--- config.mk ---
export PLATFORM = sky130hd
export DESIGN_NAME = ddr2_cmd_arbiter
export DESIGN_NICKNAME = d
export VERILOG_FILES = /design/src/rtl/ddr2_cmd_arbiter_pkg.sv /design/src/rtl/ddr2_arb_prio.sv /design/src/rtl/ddr2_cmd_arbiter.sv
export SDC_FILE = /design/constraint.sdc
export NUM_CORES = 1
export LEC_CHECK = 0
export CAP_MARGIN = 20
export CORE_MARGIN = 2
export CORE_UTILIZATION = 41
export CTS_CLUSTER_DIAMETER = 150
export DETAILED_ROUTE_END_ITERATION = 12
export GPL_TIMING_DRIVEN = 0
export MAX_ROUTING_LAYER = met4
export PLACE_DENSITY = 0.95
export SETUP_SLACK_MARGIN = 0.2
export SLEW_MARGIN = 20
export SYNTH_ARGS = -nofsm -noshare
export SYNTH_HDL_FRONTEND = slang
export SYNTH_SLANG_ARGS = --single-unit
--- constraint.sdc ---
create_clock -name ck -period 2.8 [get_ports ck]
set_input_delay 0.56 -clock ck [delete_from_list [all_inputs] [get_ports ck]]
set_output_delay 0.56 -clock ck [all_outputs]
set_load 0.02 [all_outputs]
--- src/rtl/ddr2_cmd_arbiter_pkg.sv ---
// ----------------------------------------------------------------------------
// ddr2_cmd_arbiter_pkg
//
// Shared definitions for the DDR2 command-bus arbiter:
//   - default bank/address widths
//   - DDR2 command encodings, driven as {cs_n, ras_n, cas_n, we_n}
//   - arbiter FSM state encoding
//   - one-hot grant bundle passed from the priority select to the FSM
// ----------------------------------------------------------------------------
package ddr2_cmd_arbiter_pkg;

    localparam int DDR_BA_BITS   = 3;
    localparam int DDR_ADDR_BITS = 13;

    localparam logic [3:0] CMD_NOP  = 4'b0111;
    localparam logic [3:0] CMD_PRE  = 4'b0010;
    localparam logic [3:0] CMD_AREF = 4'b0001;
    localparam logic [3:0] CMD_LM   = 4'b0000;
    localparam logic [3:0] CMD_ACT  = 4'b0011;
    localparam logic [3:0] CMD_WR   = 4'b0100;
    localparam logic [3:0] CMD_RD   = 4'b0101;

    typedef enum logic [2:0] {
        S_INIT = 3'd0,
        S_IDLE = 3'd1,
        S_AREF = 3'd2,
        S_WR   = 3'd3,
        S_RD   = 3'd4
    } arb_state_e;

    // At most one bit set.
    typedef struct packed {
        logic aref;
        logic wr;
        logic rd;
    } grant_t;

endpackage

--- src/rtl/ddr2_arb_prio.sv ---
// ----------------------------------------------------------------------------
// ddr2_arb_prio
//
// Combinational bus-owner select for the DDR2 command arbiter.
// Refresh always wins. Between write and read the choice depends on the build:
//   DDR2_ARB_ROUND_ROBIN_EN defined   : when both are pending, the one not
//                                       served last wins (last_wr_i = 1 means
//                                       the last wr/rd grant went to write).
//   DDR2_ARB_ROUND_ROBIN_EN undefined : fixed priority, write over read;
//                                       last_wr_i is ignored.
//
// Ports:
//   aref_req_i  refresh request level
//   wr_req_i    write request level
//   rd_req_i    read request level
//   last_wr_i   1 when the most recent wr/rd grant was a write
//   grant_o     one-hot grant (all zero when nothing is requested)
// ----------------------------------------------------------------------------
module ddr2_arb_prio
    import ddr2_cmd_arbiter_pkg::*;
(
    input  logic   aref_req_i,
    input  logic   wr_req_i,
    input  logic   rd_req_i,
    input  logic   last_wr_i,
    output grant_t grant_o
);

    // High when a simultaneous wr/rd contention should go to the read side.
    logic rd_turn;

`ifdef DDR2_ARB_ROUND_ROBIN_EN
    assign rd_turn = last_wr_i;
`else
    assign rd_turn = 1'b0;
    logic unused_last_wr;
    assign unused_last_wr = last_wr_i;
`endif

    always_comb begin
        grant_o = '0;
        if (aref_req_i) begin
            grant_o.aref = 1'b1;
        end else if (wr_req_i && rd_req_i) begin
            if (rd_turn) begin
                grant_o.rd = 1'b1;
            end else begin
                grant_o.wr = 1'b1;
            end
        end else if (wr_req_i) begin
            grant_o.wr = 1'b1;
        end else if (rd_req_i) begin
            grant_o.rd = 1'b1;
        end
    end

endmodule

--- src/rtl/ddr2_cmd_arbiter.sv ---
// ----------------------------------------------------------------------------
// ddr2_cmd_arbiter
//
// Owner of the single DDR2 command/address bus. After reset the power-up init
// sequencer's signals are passed through (one clock late) until init_end.
// From then on CKE is held high and the bus is lent, one whole burst at a
// time, to auto-refresh, the write engine or the read engine.
//
// Handshake (all three requesters): *_req is a level held until *_ack; *_ack
// is a one-cycle pulse issued on the edge the FSM enters the owner's state;
// the requester drops *_req within one cycle of *_ack; the owner pulses
// *_end for one cycle to hand the bus back. *_end from a non-owner is ignored
// and ownership is never pre-empted. Returning to S_IDLE always costs one NOP
// cycle on the bus before the next grant.
//
// Build option: DDR2_ARB_ROUND_ROBIN_EN alternates write/read grants under
// contention (see ddr2_arb_prio); default build is fixed write-over-read.
//
// Ports:
//   ck, rst_n                      clock, asynchronous active-low reset
//   init_cke/cmd/ba/addr, init_end init sequencer bus and completion level
//   aref_req/ack/end/cmd/addr      refresh requester (bank address forced 0)
//   wr_req/ack/end/cmd/ba/addr     write engine
//   rd_req/ack/end/cmd/ba/addr     read engine
//   ddr_cke/cmd/ba/addr            registered DDR2 pad outputs
// ----------------------------------------------------------------------------
module ddr2_cmd_arbiter
    import ddr2_cmd_arbiter_pkg::*;
#(
    parameter int BA_BITS   = DDR_BA_BITS,
    parameter int ADDR_BITS = DDR_ADDR_BITS
) (
    input  logic                 ck,
    input  logic                 rst_n,

    input  logic                 init_cke,
    input  logic [3:0]           init_cmd,
    input  logic [BA_BITS-1:0]   init_ba,
    input  logic [ADDR_BITS-1:0] init_addr,
    input  logic                 init_end,

    input  logic                 aref_req,
    output logic                 aref_ack,
    input  logic                 aref_end,
    input  logic [3:0]           aref_cmd,
    input  logic [ADDR_BITS-1:0] aref_addr,

    input  logic                 wr_req,
    output logic                 wr_ack,
    input  logic                 wr_end,
    input  logic [3:0]           wr_cmd,
    input  logic [BA_BITS-1:0]   wr_ba,
    input  logic [ADDR_BITS-1:0] wr_addr,

    input  logic                 rd_req,
    output logic                 rd_ack,
    input  logic                 rd_end,
    input  logic [3:0]           rd_cmd,
    input  logic [BA_BITS-1:0]   rd_ba,
    input  logic [ADDR_BITS-1:0] rd_addr,

    output logic                 ddr_cke,
    output logic [3:0]           ddr_cmd,
    output logic [BA_BITS-1:0]   ddr_ba,
    output logic [ADDR_BITS-1:0] ddr_addr
);

    arb_state_e           state_q, state_d;
    logic                 cke_q, cke_d;
    logic [3:0]           cmd_q, cmd_d;
    logic [BA_BITS-1:0]   ba_q, ba_d;
    logic [ADDR_BITS-1:0] addr_q, addr_d;
    logic                 aref_ack_q, aref_ack_d;
    logic                 wr_ack_q, wr_ack_d;
    logic                 rd_ack_q, rd_ack_d;
    logic                 last_wr_q, last_wr_d;
    grant_t               grant;

    ddr2_arb_prio u_prio (
        .aref_req_i (aref_req),
        .wr_req_i   (wr_req),
        .rd_req_i   (rd_req),
        .last_wr_i  (last_wr_q),
        .grant_o    (grant)
    );

    always_comb begin
        state_d    = state_q;
        cke_d      = cke_q;
        cmd_d      = cmd_q;
        ba_d       = ba_q;
        addr_d     = addr_q;
        aref_ack_d = 1'b0;
        wr_ack_d   = 1'b0;
        rd_ack_d   = 1'b0;
        last_wr_d  = last_wr_q;

        case (state_q)
            S_INIT: begin
                cke_d  = init_cke;
                cmd_d  = init_cmd;
                ba_d   = init_ba;
                addr_d = init_addr;
                if (init_end) begin
                    state_d = S_IDLE;
                end
            end

            // ba/addr keep their last values; only the command goes to NOP.
            S_IDLE: begin
                cke_d = 1'b1;
                cmd_d = CMD_NOP;
                if (grant.aref) begin
                    aref_ack_d = 1'b1;
                    state_d    = S_AREF;
                end else if (grant.wr) begin
                    wr_ack_d  = 1'b1;
                    last_wr_d = 1'b1;
                    state_d   = S_WR;
                end else if (grant.rd) begin
                    rd_ack_d  = 1'b1;
                    last_wr_d = 1'b0;
                    state_d   = S_RD;
                end
            end

            S_AREF: begin
                cmd_d  = aref_cmd;
                ba_d   = '0;
                addr_d = aref_addr;
                if (aref_end) begin
                    state_d = S_IDLE;
                end
            end

            S_WR: begin
                cmd_d  = wr_cmd;
                ba_d   = wr_ba;
                addr_d = wr_addr;
                if (wr_end) begin
                    state_d = S_IDLE;
                end
            end

            S_RD: begin
                cmd_d  = rd_cmd;
                ba_d   = rd_ba;
                addr_d = rd_addr;
                if (rd_end) begin
                    state_d = S_IDLE;
                end
            end

            default: begin
                state_d = S_INIT;
            end
        endcase
    end

    always_ff @(posedge ck or negedge rst_n) begin
        if (!rst_n) begin
            state_q    <= S_INIT;
            cke_q      <= 1'b0;
            cmd_q      <= CMD_NOP;
            ba_q       <= '0;
            addr_q     <= '0;
            aref_ack_q <= 1'b0;
            wr_ack_q   <= 1'b0;
            rd_ack_q   <= 1'b0;
            last_wr_q  <= 1'b0;
        end else begin
            state_q    <= state_d;
            cke_q      <= cke_d;
            cmd_q      <= cmd_d;
            ba_q       <= ba_d;
            addr_q     <= addr_d;
            aref_ack_q <= aref_ack_d;
            wr_ack_q   <= wr_ack_d;
            rd_ack_q   <= rd_ack_d;
            last_wr_q  <= last_wr_d;
        end
    end

    assign aref_ack = aref_ack_q;
    assign wr_ack   = wr_ack_q;
    assign rd_ack   = rd_ack_q;
    assign ddr_cke  = cke_q;
    assign ddr_cmd  = cmd_q;
    assign ddr_ba   = ba_q;
    assign ddr_addr = addr_q;

endmodule
==> reports/qor.yml <==
status: "complete, no violations"
post_drt_wl_per_cell_um: 16.7
first_global_vias: 2028
critPathArrivalTime_ps: 1420
fmax_mhz: 505
syn_area_um2: 1880
drive_gt1_share_pct: 13.5
period_minus_slack_ps: 1980
setup_tns_ps: 0
clock_path_buffers: 2
via_per_inst: 5.46
crit_path_start_kind: "flop"
fin_crit_sh_pct: 70.7
start_util_pct: 42.9
ys_types: 33
portBuffers: 110
grt_max_degree: 28
rsz0062_at_grt: "no"
worstPathMaxFanout: 2
cap_violations: 0
die_w_um: 71.7
relSlewSlack_pct: 57.5
grt_pass1_wl_um: 9470
hpwl_um: 4530
mostFrequentLayoutCell: "clkdlybuf4s50_1"
holdBufCountCts: 0
ys_seq_area_share_pct: 36.2
end_kind: "output pin"
synth_fp_nets: 277
mostFrequentLayoutCells: "clkdlybuf4s50_1, dfrtp_1, a211oi_1"
path_cells: "clkdlybuf4s50_1"
slew_violations: 0
peakVddDrop_uv: 381
num_vias: 1944
postLayoutCoreUtil_pct: 70.4
place_congestion: 0.869
fin_area_um2: 3090
syn_area_per_cell_um2: 9.89
antenna_cells: 0
place_ws_ps: 1120
p_leak_nw: 1.20
dieHeight_um: 71.7
crit_buf_inv: 1
setup_viol: 0
gr-total-overflow: 0
drc: 0
synth_warnings: 0
ctsHtreeMaxLevel: 1
setup_ws_ps: 820
totalWireLength_um: 5950
synthArstFlopShare_pct: 100
antenna_left: 0
cts_tree: "yes"
io_pins: 111
synth_cells: 190
clock_skew_ps: 3.22
hp-class: "input pin to async pin"
drt_iter0_markers: 56
cts-resized-gates: 0
tightest_slew_ps: 638
final_hold_viol_count: 0
design.core.area_um2: 4380
dr.pass1.iters: 4
cts_root_buf: "clkbuf_8"
synth_edf_count: 0
crit_required_ps: 2240
cts_num_sinks: 27
slowest_stage: "clkdlybuf4s50_1"
fin_nets: 392
crit_family: "buffers and inverters"
cts-buffers-inserted: 3
ys.flop_type: "dfrtp_1"
rows: 24
post-cts-setup-buffers: 0
path_clk_slew_ps: 90
area_delta_synth_final_pct: 64.2
grt.total_usage_pct: 24.1
synth_seq_cells: 27
place_area_um2: 3040
r2r_slack_ps: 1340
design.die.area_um2: 5140
powerDensity_nw_per_um2: 854
antenna_found_initial: 0
crit_path_max_incr_delay_ps: 610
clk_latency_ps: 270
crit_type: "flop to output pin"
cell families (layout without fill, tap and decap cells):
logic type	after synthesis	count (layout)	share of synthesized area [%]
multiplexers	32	32	19.6
flip-flops	27	27	36.2
AO/OA/AOI/OAI	62	62	21.4
buffers and inverters	20	134	8.26
AND/OR/NAND/NOR	49	49	14.6
through the flow:
stage / cells / total power [mW] / hold WS [ps]
2_1_floorplan: 190 / 1.74 / 264
3_3_place_gp: 352 / 2.36 / 508
3_5_place_dp: 352 / 2.42 / 524
4_1_cts: 356 / 2.64 / 320
5_1_grt: 356 / 2.80 / 344
6_report: 356 / 2.63 / 297
sequential cells by signal (all words and copies together) (netlist names):
name,flops
ddr_cke,1
state_q,3
rd_ack,1
ddr_addr,13
aref_ack,1
ddr_cmd,4
ddr_ba,3
wr_ack,1
worst paths after layout:
kind	startpoint	endpoint	cells after the start
max in group asynchronous	rst_n	ddr_addr[3]	1
min reg2reg	ddr_cke	ddr_cke	2
max	ddr_cmd[0]	ddr_cmd[0]	1
min	rst_n	ddr_addr[11]	1
max reg2reg	state_q[2]	state_q[2]	5
min in group ck	ddr_cke	ddr_cke	2
layer usage:
metal	global-route usage [%]	part of all wire [%]
met1	28.9	39
met2	42.1	52
met3	1.97	6.9
met4	9.43	1.8
met5	-	0
power breakdown:
part / total [mW] / switching, mW / internal, mW
registers: 0.703 / 0.120 / 0.583
clock network: 0.228 / 0.126 / 0.102
logic: 1.70 / 0.873 / 0.830
Yosys cell counts (2+ instances only):
cell / number / area (µm²)
o21ai_1: 11 / 55.1
nand2b_1: 4 / 25.0
a211oi_1: 19 / 143
nor3_1: 8 / 40.0
mux2_4: 8 / 120
mux2_2: 5 / 56.3
buf_2: 6 / 30.0
nor2b_1: 16 / 100
mux2i_1: 18 / 180
a2bb2oi_1: 2 / 17.5
o21a_1: 3 / 22.5
nor2_1: 9 / 33.8
clkbuf_1: 2 / 7.51
dfstp_2: 3 / 78.8
dfrtp_1: 24 / 601
o21ai_0: 3 / 15.0
nand2_1: 5 / 18.8
nor4_1: 3 / 18.8
a21oi_1: 8 / 40.0
buf_4: 3 / 22.5
buf_6: 6 / 67.6
o22ai_1: 13 / 81.3
area by class of cell:
cell class	instances	area, µm²
plain buffers	18	148
clock buffers	4	45.0
fillers	347	1300
inverters	2	7.51
multi-input cells	143	1040
flip-flops and latches	27	679
well taps	52	65.1
repair buffers	110	1100
Note: power is estimated with default switching activity, not from simulation.
